==> src/rtl/serial_adder.sv <==
// Bit-serial WIDTH-bit adder: one full adder, a carry flip-flop closing the loop,
// and a start/busy/done handshake toward the control sequencer.

module FullAdder (
    input  logic a,
    input  logic b,
    input  logic c,
    output logic sum,
    output logic carry
);
    assign sum   = a ^ b ^ c;
    assign carry = (a & b) | (a & c) | (b & c);
endmodule

module serial_adder #(
    parameter int unsigned WIDTH = 8
) (
    input  logic             clk,
    input  logic             reset,
    input  logic             start,
    input  logic [WIDTH-1:0] a,
    input  logic [WIDTH-1:0] b,
    input  logic             carry_in,
    output logic             busy,
    output logic             done,
    output logic [WIDTH-1:0] sum,
    output logic             carry_out,
    output logic             overflow
);
    localparam int unsigned CW = $clog2(WIDTH + 1);

    typedef enum logic [1:0] {
        IDLE,
        RUN,
        DONE
    } state_e;

    state_e           state_q, state_d;
    logic [WIDTH-1:0] shift_a_q, shift_a_d;
    logic [WIDTH-1:0] shift_b_q, shift_b_d;
    logic [WIDTH-1:0] sum_q, sum_d;
    logic [CW-1:0]    count_q, count_d;
    logic             carry_q, carry_d;
    logic             carry_out_q, carry_out_d;
    logic             overflow_q, overflow_d;

    logic             fa_sum, fa_carry;
    logic             accept, running, last_bit;
    logic [WIDTH-1:0] sum_next;

    FullAdder u_fa (
        .a    (shift_a_q[0]),
        .b    (shift_b_q[0]),
        .c    (carry_q),
        .sum  (fa_sum),
        .carry(fa_carry)
    );

    assign accept   = start && (state_q != RUN);
    assign running  = (state_q == RUN);
    assign last_bit = (count_q == CW'(WIDTH - 1));

    // The final sum bit goes straight into sum_q, so the partial-sum shifter
    // only needs to keep the WIDTH-1 bits already produced.
    generate
        if (WIDTH == 1) begin : g_w1
            assign sum_next = fa_sum;
        end else begin : g_wn
            logic [WIDTH-2:0] shift_s_q, shift_s_d;

            assign sum_next = {fa_sum, shift_s_q};

            always_comb begin
                shift_s_d = shift_s_q;
                if (accept) begin
                    shift_s_d = '0;
                end else if (running) begin
                    shift_s_d = sum_next[WIDTH-1:1];
                end
            end

            always_ff @(posedge clk) begin
                if (reset) begin
                    shift_s_q <= '0;
                end else begin
                    shift_s_q <= shift_s_d;
                end
            end
        end
    endgenerate

    always_comb begin
        state_d     = state_q;
        shift_a_d   = shift_a_q;
        shift_b_d   = shift_b_q;
        count_d     = count_q;
        carry_d     = carry_q;
        sum_d       = sum_q;
        carry_out_d = carry_out_q;
        overflow_d  = overflow_q;

        unique case (state_q)
            IDLE, DONE: begin
                if (start) begin
                    shift_a_d = a;
                    shift_b_d = b;
                    carry_d   = carry_in;
                    count_d   = '0;
                    state_d   = RUN;
                end else if (state_q == DONE) begin
                    state_d = IDLE;
                end
            end
            RUN: begin
                shift_a_d = shift_a_q >> 1;
                shift_b_d = shift_b_q >> 1;
                carry_d   = fa_carry;
                count_d   = count_q + 1'b1;
                if (last_bit) begin
                    sum_d       = sum_next;
                    carry_out_d = fa_carry;
                    overflow_d  = carry_q ^ fa_carry;
                    state_d     = DONE;
                end
            end
            default: state_d = IDLE;
        endcase
    end

    always_ff @(posedge clk) begin
        if (reset) begin
            state_q     <= IDLE;
            shift_a_q   <= '0;
            shift_b_q   <= '0;
            count_q     <= '0;
            carry_q     <= 1'b0;
            sum_q       <= '0;
            carry_out_q <= 1'b0;
            overflow_q  <= 1'b0;
        end else begin
            state_q     <= state_d;
            shift_a_q   <= shift_a_d;
            shift_b_q   <= shift_b_d;
            count_q     <= count_d;
            carry_q     <= carry_d;
            sum_q       <= sum_d;
            carry_out_q <= carry_out_d;
            overflow_q  <= overflow_d;
        end
    end

    assign busy      = (state_q == RUN);
    assign done      = (state_q == DONE);
    assign sum       = sum_q;
    assign carry_out = carry_out_q;
    assign overflow  = overflow_q;

endmodule

==> config.mk <==
export PLATFORM = sky130hd
export DESIGN_NAME = serial_adder
export DESIGN_NICKNAME = d
export VERILOG_FILES = /design/src/rtl/serial_adder.sv
export SDC_FILE = /design/constraint.sdc
export NUM_CORES = 1
export LEC_CHECK = 0
export CAP_MARGIN = 20
export CORE_MARGIN = 3
export CORE_UTILIZATION = 45
export CTS_BUF_LIST = sky130_fd_sc_hd__clkbuf_16
export DETAILED_ROUTE_END_ITERATION = 7
export GPL_ROUTABILITY_DRIVEN = 0
export HOLD_SLACK_MARGIN = 0.12
export PLACE_DENSITY = 0.71
export SLEW_MARGIN = 10
export SYNTH_ARGS = -nofsm -noshare
export SYNTH_HDL_FRONTEND = slang
export SYNTH_SLANG_ARGS = --single-unit
==> constraint.sdc <==
create_clock -name clk -period 1.6 [get_ports clk]
set_input_delay 0.4 -clock clk [delete_from_list [all_inputs] [get_ports clk]]
set_output_delay 0.4 -clock clk [all_outputs]
set_load 0.1 [all_outputs]
==> results.md, run 1 <==
- Seq pwr share: 43.7%
- Clock Skew: around 0.004 ns
- Synth-to-Final Area Change: 38.75%
- Post-Synth Simple-Gate Area: between 10% and 20%
- Worst-path maximum fanout: 10
- Ratio of final minimum period to clock period: 95.51%
- Crit path largest cell delay: roughly 0.39 ns
- Sink Count: 40
- Post-Syn Area: 1657 um^2
- Max Clk Rate: 654.4 MHz
- Sw Pwr: 0.5336 mW
- Critical path cell sequence: nand2b_1 > inv_4 > buf_12
- Final WL: ~3800 um
- DRT iter0 DRCs: between 100 and 150
- Slew HR: between 70 and 80%
- Worst-Skew Late Latency: approximately 0.28 ns
- CTS Root Cell: clkbuf_16
- YS warnings: 0
- WL/cell: 14.40 um
- XOR/XNOR share of the synthesized area: less than 1%
- Worst Path Required: 1.20 ns
- Setup violators final: 0
- Slew Limit Fails: 0
- Post-synth top area share: 48.34%
- DR DRC count: 0
- Setup TNS: 0 ns
- Mapped Nets: between 200 and 250
- Clock slew at reported path FFs: 0.06 ns
- GRT Resource Usage Total: about a fifth
- Seq/Total Area, Yosys: 48.34%
- Register-to-register setup slack: 0.13 ns
- First-pass iteration count of the detailed router: 4
- Worst-case clock buffer depth: 2
- Hold EP: shift_b_q[4]
- Die Ht: about 67 um
- Worst vdd ir: around 750 uV
- Top cells by area, synth: dfxtp_1 48%, a21oi_1 11%, nand3_1 8.5%, a22oi_1 6.8%, nand3b_1 3.6%
- Post-synth top area cell: dfxtp_1
- Syn avg cell area: ~9 um^2
- Syn Inst Count: 185
- Clock power share: about 45%
- Worst hold stages: 2
- Post-CTS setup buffer count: 0
- Antenna violation net count after detailed routing: 0
- Initial cell density of the core: 48.13%
- Reg2reg end: count_q[2]
- P_leak: between 0.8 and 0.9 nW
- Compound-Gate Fraction of Synth Area: 22.28%
- Die ar.: 4446 um^2
- Layout cells sized above 1: between 10% and 20%
- Slowest cell on crit path: dfxtp_1
- Gate power share: 11.2%
- I/O Pins: 32
- Reg-to-Reg Start: state_q[0]
- DR vias: between 1000 and 1500
- CTS tree: done
- Largest net degree at the start of global routing: 38
- PortBufs: 31
- Fin nets: 238
- Switching part of the total: between 20% and 30%
- Rows: 21
- Antenna violations before repair: 0
- Crit Path Class: reg2out
- H-Tree Depth: 2
- Post-synthesis adder-cell area fraction: between 1.5 and 2%
- RSZ-0062 raised after global routing: false
- Via density: about 5.5
- Total CTS buffers: 5
- Synth Register Bits: 40
- Placed instance area: 2132 um^2
- Outcome: completed
- Total grt overflow: 0
- Final hold vios: 0
- Hold_sp: shift_b_q[4]
- Netlist cell types: 28
- Worst-Margin Slew: between 0.4 and 0.5 ns
- Total core area: 3442 um^2
- Max-Cap Viols: 0
- Die width: between 60 and 70 um
- Final core occ: between 60% and 70%
- Vias in the first global route: between 1500 and 2000
- First-pass GRT wire length: approximately 6500 um
- Placed Instances: around 260
- Post-Layout Cell Count: roughly 260
- FF-to-FF path depth: 4
- Internal Power: 1.883 mW
- Total power: 2.416 mW
- # diodes: 0
- Worst setup SP type: register
- Critical path endpoint category: output port
- Mux contribution to synthesized area: approximately 1.6%
- Dpl hpwl: between 2000 and 3000 um
- Hold Path Class: reg2reg
- Crit path time final: roughly 1.5 ns
- Largest family of logic cells by synthesized area: compound AO/OA/AOI/OAI gates
- Pwr per Cell Area: 1051 nW/um^2
- Worst EP arrival: ~1.1 ns
- Final Cell Area: roughly 2300 um^2
## worst max path at each step
stage	endpoint	slack (ns)	from
after floorplan	done	0.08	state_q[0]
after global placement	count_q[2]	-0.006	start
after detailed placement	carry_q	-0.06	start
after CTS	busy	0.04	state_q[0]
after global routing	sum[7]	0.02	count_q[0]
final	busy	0.07	state_q[0]
## cell usage in the layout (no fill, tap or decap), types with 2 or more instances in the layout
cell type	synthesis	final
dfxtp_1	40	40
a21oi_1	38	38
nand3_1	28	28
clkdlybuf4s50_1	0	19
a22oi_1	15	15
buf_12	0	13
nand2_1	10	10
buf_4	5	10
o21ai_0	9	9
nand3b_1	8	8
clkbuf_16	0	5
nand2b_1	3	3
nor2_1	2	2
## layer usage
| metal | vias up | wire length, um | part of all wire [%] | track usage [%] |
|---|---|---|---|---|
| met1 | 676 | 1514 | 40 | 20.92 |
| met2 | 43 | 2022 | 53 | 34.78 |
| li1 | 734 | - | - | - |
| met3 | 5 | 219 | 5.8 | 5.228 |
| met4 | 0 | 31 | 0.82 | 6.853 |
| met5 | - | 0 | 0 | 0 |
## critical path: cells and delay by family (launching register included)
family        cells  cell delay (ns)
flops             1             0.39
buf+inv           2             0.34
simple gates      1             0.13
## Yosys cell counts, drive strengths merged
| cell | count |
|---|---|
| buf | 15 |
| a311oi | 1 |
| nand3b | 8 |
| nor2b | 1 |
| inv | 1 |
| nand4 | 1 |
| mux2 | 2 |
| fa | 1 |
| a21oi | 38 |
| xnor2 | 1 |
| dfxtp | 40 |
| and2b | 1 |
| a22oi | 15 |
| clkbuf | 3 |
| nand2 | 10 |
| nor3b | 1 |
| o21ai | 9 |
| and3b | 1 |
| ha | 1 |
| nand3 | 28 |
| a211oi | 1 |
| nand2b | 3 |
| nor3 | 1 |
| nor2 | 2 |
## area by class of cell
| cell class | instances | area [um^2] |
|---|---|---|
| Fill cell | 299 | 1144 |
| Timing Repair Buffer | 42 | 525.5 |
| Clock buffer | 5 | 125.1 |
| Sequential cell | 40 | 800.8 |
| Clock inverter | 3 | 38.79 |
| Multi-Input combinational cell | 126 | 744.5 |
| Inverter | 1 | 6.256 |
| Tap cell | 46 | 57.56 |
## per-stage QoR
stage                     hold WS, ns  worst slack, ns
after floorplan                0.4438          0.07773
after global placement         0.4543        -0.005566
after detailed placement       0.4600         -0.06250
after CTS                      0.4678          0.03630
after global routing           0.4894          0.02195
final                          0.4675          0.07188
## timing repair
action,CTS,global route
endpoints found under the setup margin,1,1
hold buffers,0,0
resized for setup,1,1
## power groups by stage
stage	clock network (mW)	logic, mW	registers, mW
final	1.09	0.271	1.06
after global routing	1.15	0.297	1.06
after CTS	1.11	0.270	1.06
after global placement	0	0.258	1.08
after floorplan	0	0.175	1.07
after detailed placement	0	0.268	1.08
## flip-flops by register name, summed over array words and instances (netlist names)
signal and flops:
carry_q 1, shift_b_q 8, carry_out 1, state_q 2, shift_a_q 8, count_q 4
sum 8, overflow 1, g_wn.shift_s_q 7
## cells by family after synthesis
family          after synthesis
fa+ha+maj                     2
buf+inv                      19
mux                           2
compound gates               64
flops                        40
simple gates                 57
xor+xnor                      1
Note: power is estimated with default switching activity, not from simulation.
==> inputs of run 2 (changes only) <==
Settings changed: HOLD_SLACK_MARGIN 0.12 to 0.08, PLACE_DENSITY 0.71 to not set, PLACE_DENSITY_LB_ADDON set to 0.25.
==> run 2 against run 1 <==
  * First-iteration DRC count shrank 23%
  * Design area shrank 0.54%
  * Die area unchanged
  * Worst hold slack better by 0.0040 ns
  * Power shrank 6.8%
  * Critical path depth stayed put
  * Count of clock-buffer cells in the layout is the same
  * Sequential power about the same
  * Global-route usage rose by 0.078 points
  * Flip-flop and latch count is the same
  * Clock power shrank 16%
  * Final cell count fell by 0.38%
  * Critical endpoint unchanged
  * Largest cell class unchanged
==> results.md, run 2 (same netlist as run 1, synthesis figures left out) <==
- Die ar.: ~4400 um^2
- Worst Path Required: roughly 1.2 ns
- Worst-case clock buffer depth: 2
- Register Area: 800.8 um^2
- Total grt overflow: 0
- Slew Limit Fails: 0
- Max Clk Rate: 661.1 MHz
- H-Tree Depth: 2
- Total core area: 3442 um^2
- Fin nets: roughly 240
- Setup violators final: 0
- Crit path time final: roughly 1.5 ns
- Slew HR: 74.77%
- Worst-path maximum fanout: 5
- DRT iter0 DRCs: 99
- Post-CTS setup buffer count: 0
- Initial cell density of the core: about half
- Placed Instances: roughly 250
- PortBufs: 31
- DR vias: between 1000 and 1500
- RSZ-0062 raised after global routing: false
- Commonest cells after routing, fill and taps aside: 40 x dfxtp_1, 38 x a21oi_1, 28 x nand3_1
- Largest net degree at the start of global routing: 40
- Layout cells sized above 1: 14.81%
- Vias in the first global route: about 1400
- Switching part of the total: between 20% and 30%
- Outcome: completed
- Critical path endpoint category: output port
- Buffer and inverter count on the worst path: 2
- First-pass GRT wire length: 6361 um
- Crit Path Class: reg2out
- Worst-Skew Late Latency: ~0.28 ns
- Rows: 21
- Pwr per Cell Area: ~1000 nW/um^2
- Final WL: 3756 um
- Antenna violation net count after detailed routing: 0
- Final hold vios: 0
- Clock Skew: around 0.0045 ns
- I/O Pins: 32
- Synth-to-Final Area Change: 37.99%
- Total power: between 2 and 2.5 mW
- Via density: approximately 5.6
- CP delay by family, top: flip-flops
- Clock slew at reported path FFs: 0.05 ns
- Ratio of final minimum period to clock period: roughly 95%
- CTS tree: done
- First-pass iteration count of the detailed router: 4
- Most common cell after layout, fill and taps aside: dfxtp_1
- Slowest cell on crit path: dfxtp_1
- Max-Cap Viols: 0
- Dpl hpwl: roughly 2500 um
- WL/cell: 14.34 um
- Critical path cell sequence: nand2b_1 > inv_2 > buf_12
- Sw Pwr: around 0.53 mW
- Gate power share: around an eighth
- Worst vdd ir: between 700 and 800 uV
- Worst setup SP type: register
- Hold-fix buffers, CTS: 0
- # diodes: 0
- Crit path largest cell delay: between 0.3 and 0.4 ns
- Antenna violations before repair: 0
- P_leak: 0.8135 nW
- Worst-Margin Slew: roughly 0.38 ns
- Worst EP arrival: about 1.1 ns
- Filler cells: 280
- Total CTS buffers: 5
- Seq pwr share: a little under half
- Quantity of gates resized following cts: 0
- Clock power share: between 40% and 50%
- Sink Count: 40
- Die width: roughly 67 um
- Hold Path Class: reg2reg
- Post-Layout Cell Count: ~260
- Die Ht: roughly 67 um
- DR DRC count: 0
- Internal Power: ~1.7 mW
- CTS Root Cell: clkbuf_16
- GRT Resource Usage Total: between 10% and 20%
- Area taken by multi-input logic gates: between 700 and 800 um^2
run 2: stage by stage:
step | setup TNS [ns] | cell area, um^2 | hold WS, ns | worst slack [ns] | utilization, %
3_5_place_dp | -0.2713 | 2150 | 0.4590 | -0.05350 | 62.45
6_report | 0 | 2286 | 0.4716 | 0.08731 | 66.41
3_3_place_gp | -0.03118 | 2150 | 0.4535 | -0.03118 | 62.45
5_1_grt | 0 | 2286 | 0.4933 | 0.008784 | 66.41
2_1_floorplan | 0 | 1659 | 0.4438 | 0.07773 | -
4_1_cts | 0 | 2286 | 0.4733 | 0.01230 | 66.41
run 2: layout make-up:
cell class                      count  area share (%)
Clock buffer                        5           5.473
Clock inverter                      3          0.4926
Sequential cell                    40           35.03
Timing Repair Buffer               41           23.75
Multi-Input combinational cell    126           32.57
Inverter                            1          0.1642
Tap cell                           46           2.518
run 2: layer usage:
layer / track usage [%] / vias up / routed length, um
met3: 6.577 / 12 / 183
met4: 9.137 / 0 / 106
met2: 31.81 / 32 / 1891
met1: 21.88 / 704 / 1575
met5: 0 / - / 0
li1: - / 725 / -
run 2: final timing paths:
path | start | to | slack (ns) | cells past startpoint
setup / recovery | state_q[0] | busy | 0.09 | 3
hold / removal | g_wn.shift_s_q[4] | g_wn.shift_s_q[3] | 0.47 | 2
setup reg to reg | count_q[0] | sum[7] | 0.19 | 5
hold reg to reg | g_wn.shift_s_q[4] | g_wn.shift_s_q[3] | 0.47 | 2
run 2: tightest hold or removal path, stage by stage (launching register included):
cell,delay (ns)
dfxtp_1,0.32
nand2_1,0.06
a21oi_1,0.05
run 2: power groups by stage:
stage                     Combinational (mW)  Clock [mW]  Sequential (mW)
after floorplan                        0.175           0             1.07
after global placement                 0.269           0             1.07
after detailed placement               0.274           0             1.08
after CTS                              0.276       0.935             1.06
after global routing                   0.301       0.989             1.06
final                                  0.278       0.915             1.06
==> inputs of run 3 (changes only) <==
Settings changed: REMOVE_ABC_BUFFERS set to 1, SYNTH_HIERARCHICAL set to 1.
==> run 3 against run 2 <==
  * Design area down 0.93%
  * Count of clock-buffer cells in the layout is the same
  * Clock power down 4.0%
  * Final cell count fell by 1.5%
  * Non-clock buffer count shrank 1
  * Clock skew fell by 0.0022 ns
  * Global-route usage fell by 1.2 points
  * Core utilization is 0.62 points lower
  * Combinational power is essentially flat
  * Routed wire length fell by 4.5%
  * Die area is the same
  * Largest power group unchanged
==> results.md, run 3 <==
- Outcome: completed
- Max-Cap Viols: 0
- Hold-fix buffers, CTS: 0
- Dpl hpwl: roughly 2500 um
- Worst-path maximum fanout: 5
- Total core area: between 3000 and 4000 um^2
- Final Cell Area: about 2300 um^2
- First-pass GRT wire length: roughly 6000 um
- Commonest cells after routing, fill and taps aside: 40 x dfxtp_1, 38 x a21oi_1, 28 x nand3_1
- First-pass iteration count of the detailed router: 4
- Total CTS buffers: 5
- Layout cells sized above 1: 14.15%
- Hold EP: g_wn.shift_s_q[0]
- Synth Register Bits: 40
- DRT iter0 DRCs: 100
- Post-CTS setup buffer count: 0
- Reg-to-Reg Start: count_q[0]
- P_leak: roughly 0.80 nW
- Worst-case clock buffer depth: 2
- Worst EP arrival: about 1.1 ns
- RSZ-0062 raised after global routing: false
- # diodes: 0
- Clock Skew: 0.002370 ns
- Placed instance area: 2140 um^2
- Switching part of the total: between 20% and 30%
- Post-synth top area share: 48.34%
- WL/cell: ~14 um
- Die Ht: about 67 um
- Clock slew at reported path FFs: about 0.050 ns
- Slew Limit Fails: 0
- Setup violators final: 0
- Post-Syn Area: approximately 1700 um^2
- Internal Power: around 1.7 mW
- Antenna violation net count after detailed routing: 0
- Crit path largest cell delay: around 0.3 ns
- Total grt overflow: 0
- Slew HR: approximately three quarters
- Final hold vios: 0
- I/O Pins: 32
- Final core occ: between 60% and 70%
- YS warnings: 6
- Critical path cell sequence: nand2b_1 > inv_2 > buf_12
- Worst hold stages: 2
- Worst setup SP type: register
- DR DRC count: 0
- Syn avg cell area: ~9.0 um^2
- Reg2reg end: overflow
- Crit Path Class: reg2out
- FF-to-FF path depth: 4
- Most common cell after layout, fill and taps aside: dfxtp_1
- DR vias: between 1000 and 1500
- PortBufs: 31
- Top cells by area, synth: dfxtp_1 48%, a21oi_1 11%, nand3_1 8.5%, a22oi_1 6.8%, nand3b_1 3.6%
- Gate power share: ~13%
- Worst Path Required: 1.20 ns
- CTS Root Cell: clkbuf_16
- Post-synth top area cell: dfxtp_1
- Ys async rst share: 0%
- Worst vdd ir: roughly 700 uV
- Ratio of final minimum period to clock period: slightly above 90%
- Dpl ws: -0.04038 ns
- Sw Pwr: between 0.4 and 0.5 mW
- Clock power share: roughly two fifths
- Most frequent cell after synthesis: dfxtp_1
- Post-synth EDFFs: 0
- Worst setup margin: around 0.10 ns
- Rows: 21
- Final WL: between 3000 and 4000 um
- Seq pwr share: between 40% and 50%
- Worst-Margin Slew: 0.4047 ns
- Die ar.: roughly 4400 um^2
- Critical path endpoint category: output port
- Initial cell density of the core: 48.13%
- Netlist cell types: 28
- Die width: approximately 67 um
- H-Tree Depth: 2
- Register-to-register setup slack: around 0.12 ns
- Worst-Skew Late Latency: about 0.27 ns
- Fin nets: 236
- Synth-to-Final Area Change: 36.71%
- Most used DFF post-synth: dfxtp_1
- Max Clk Rate: roughly 670 MHz
- Quantity of gates resized following cts: 1
- Largest net degree at the start of global routing: 38
- Hold Path Class: reg2reg
- Sink Count: 40
- Hold_sp: g_wn.shift_s_q[1]
- Slowest cell on crit path: dfxtp_1
- Pwr per Cell Area: about 980 nW/um^2
- Via density: around 5.8
- GRT Resource Usage Total: between 10% and 20%
- Most frequent cells after synthesis: 40 x dfxtp_1, 38 x a21oi_1, 28 x nand3_1, 15 x a22oi_1, 10 x nand2_1
- Crit path time final: 1.495 ns
- Seq/Total Area, Yosys: 48.34%
- Vias in the first global route: roughly 1400
- CTS tree: done
- Syn Inst Count: around 190
- Antenna violations before repair: 0
-- run 3: worst max path at each step --
stage	from	endpoint	slack [ns]
global route	count_q[0]	overflow	0.002
CTS	state_q[1]	busy	0.08
detailed placement	start	count_q[2]	-0.04
floorplan	state_q[1]	count_q[3]	-1.21
global placement	start	count_q[2]	-0.03
finish	state_q[1]	busy	0.10
-- run 3: metrics by stage --
step,total power [mW],setup TNS [ns],hold slack [ns],cells
CTS,2.236,0,0.4669,258
global placement,1.344,-0.02680,0.4562,253
floorplan,1.202,-38.08,0.4375,167
global route,2.297,0,0.4849,258
finish,2.213,0,0.4691,258
detailed placement,1.353,-0.07555,0.4593,253
-- run 3: cell type report --
class / instances / area (um^2)
fill: 287 / 1177
sequential: 40 / 800.8
multi-input combinational: 126 / 742.0
timing repair buffer: 40 / 535.5
clock buffer: 5 / 125.1
tap: 46 / 57.56
inverter: 1 / 3.754
-- run 3: kinds of logic (layout without fill, tap and decap cells) --
family,after synthesis,count (layout),share of synthesized area (%)
AO/OA/AOI/OAI,64,64,22.28
buffers and inverters,19,46,6.873
adder cells (fa/ha/maj),2,2,1.964
XOR/XNOR,1,1,0.5288
multiplexers,2,2,1.586
flip-flops,40,40,48.34
AND/OR/NAND/NOR,57,57,18.43
-- run 3: worst max-delay path, delay by kind of cell (launching register included) --
kind / cells / cell delay [ns]
buffers and inverters: 2 / 0.36
flip-flops: 1 / 0.30
AND/OR/NAND/NOR: 1 / 0.16
-- run 3: power by group through the flow --
stage	Clock (mW)	Sequential (mW)	Combinational, mW
after floorplan	0	1.07	0.131
after global placement	0	1.07	0.270
after detailed placement	0	1.08	0.276
after CTS	0.902	1.06	0.277
after global routing	0.934	1.06	0.303
final	0.878	1.06	0.278
-- run 3: metal layers --
layer	track usage (%)	part of all wire, %	routed length (um)
met5	0	0	0
met4	9.391	2.1	76
met2	29.21	49	1762
met1	20.60	42	1500
met3	6.408	6.9	247
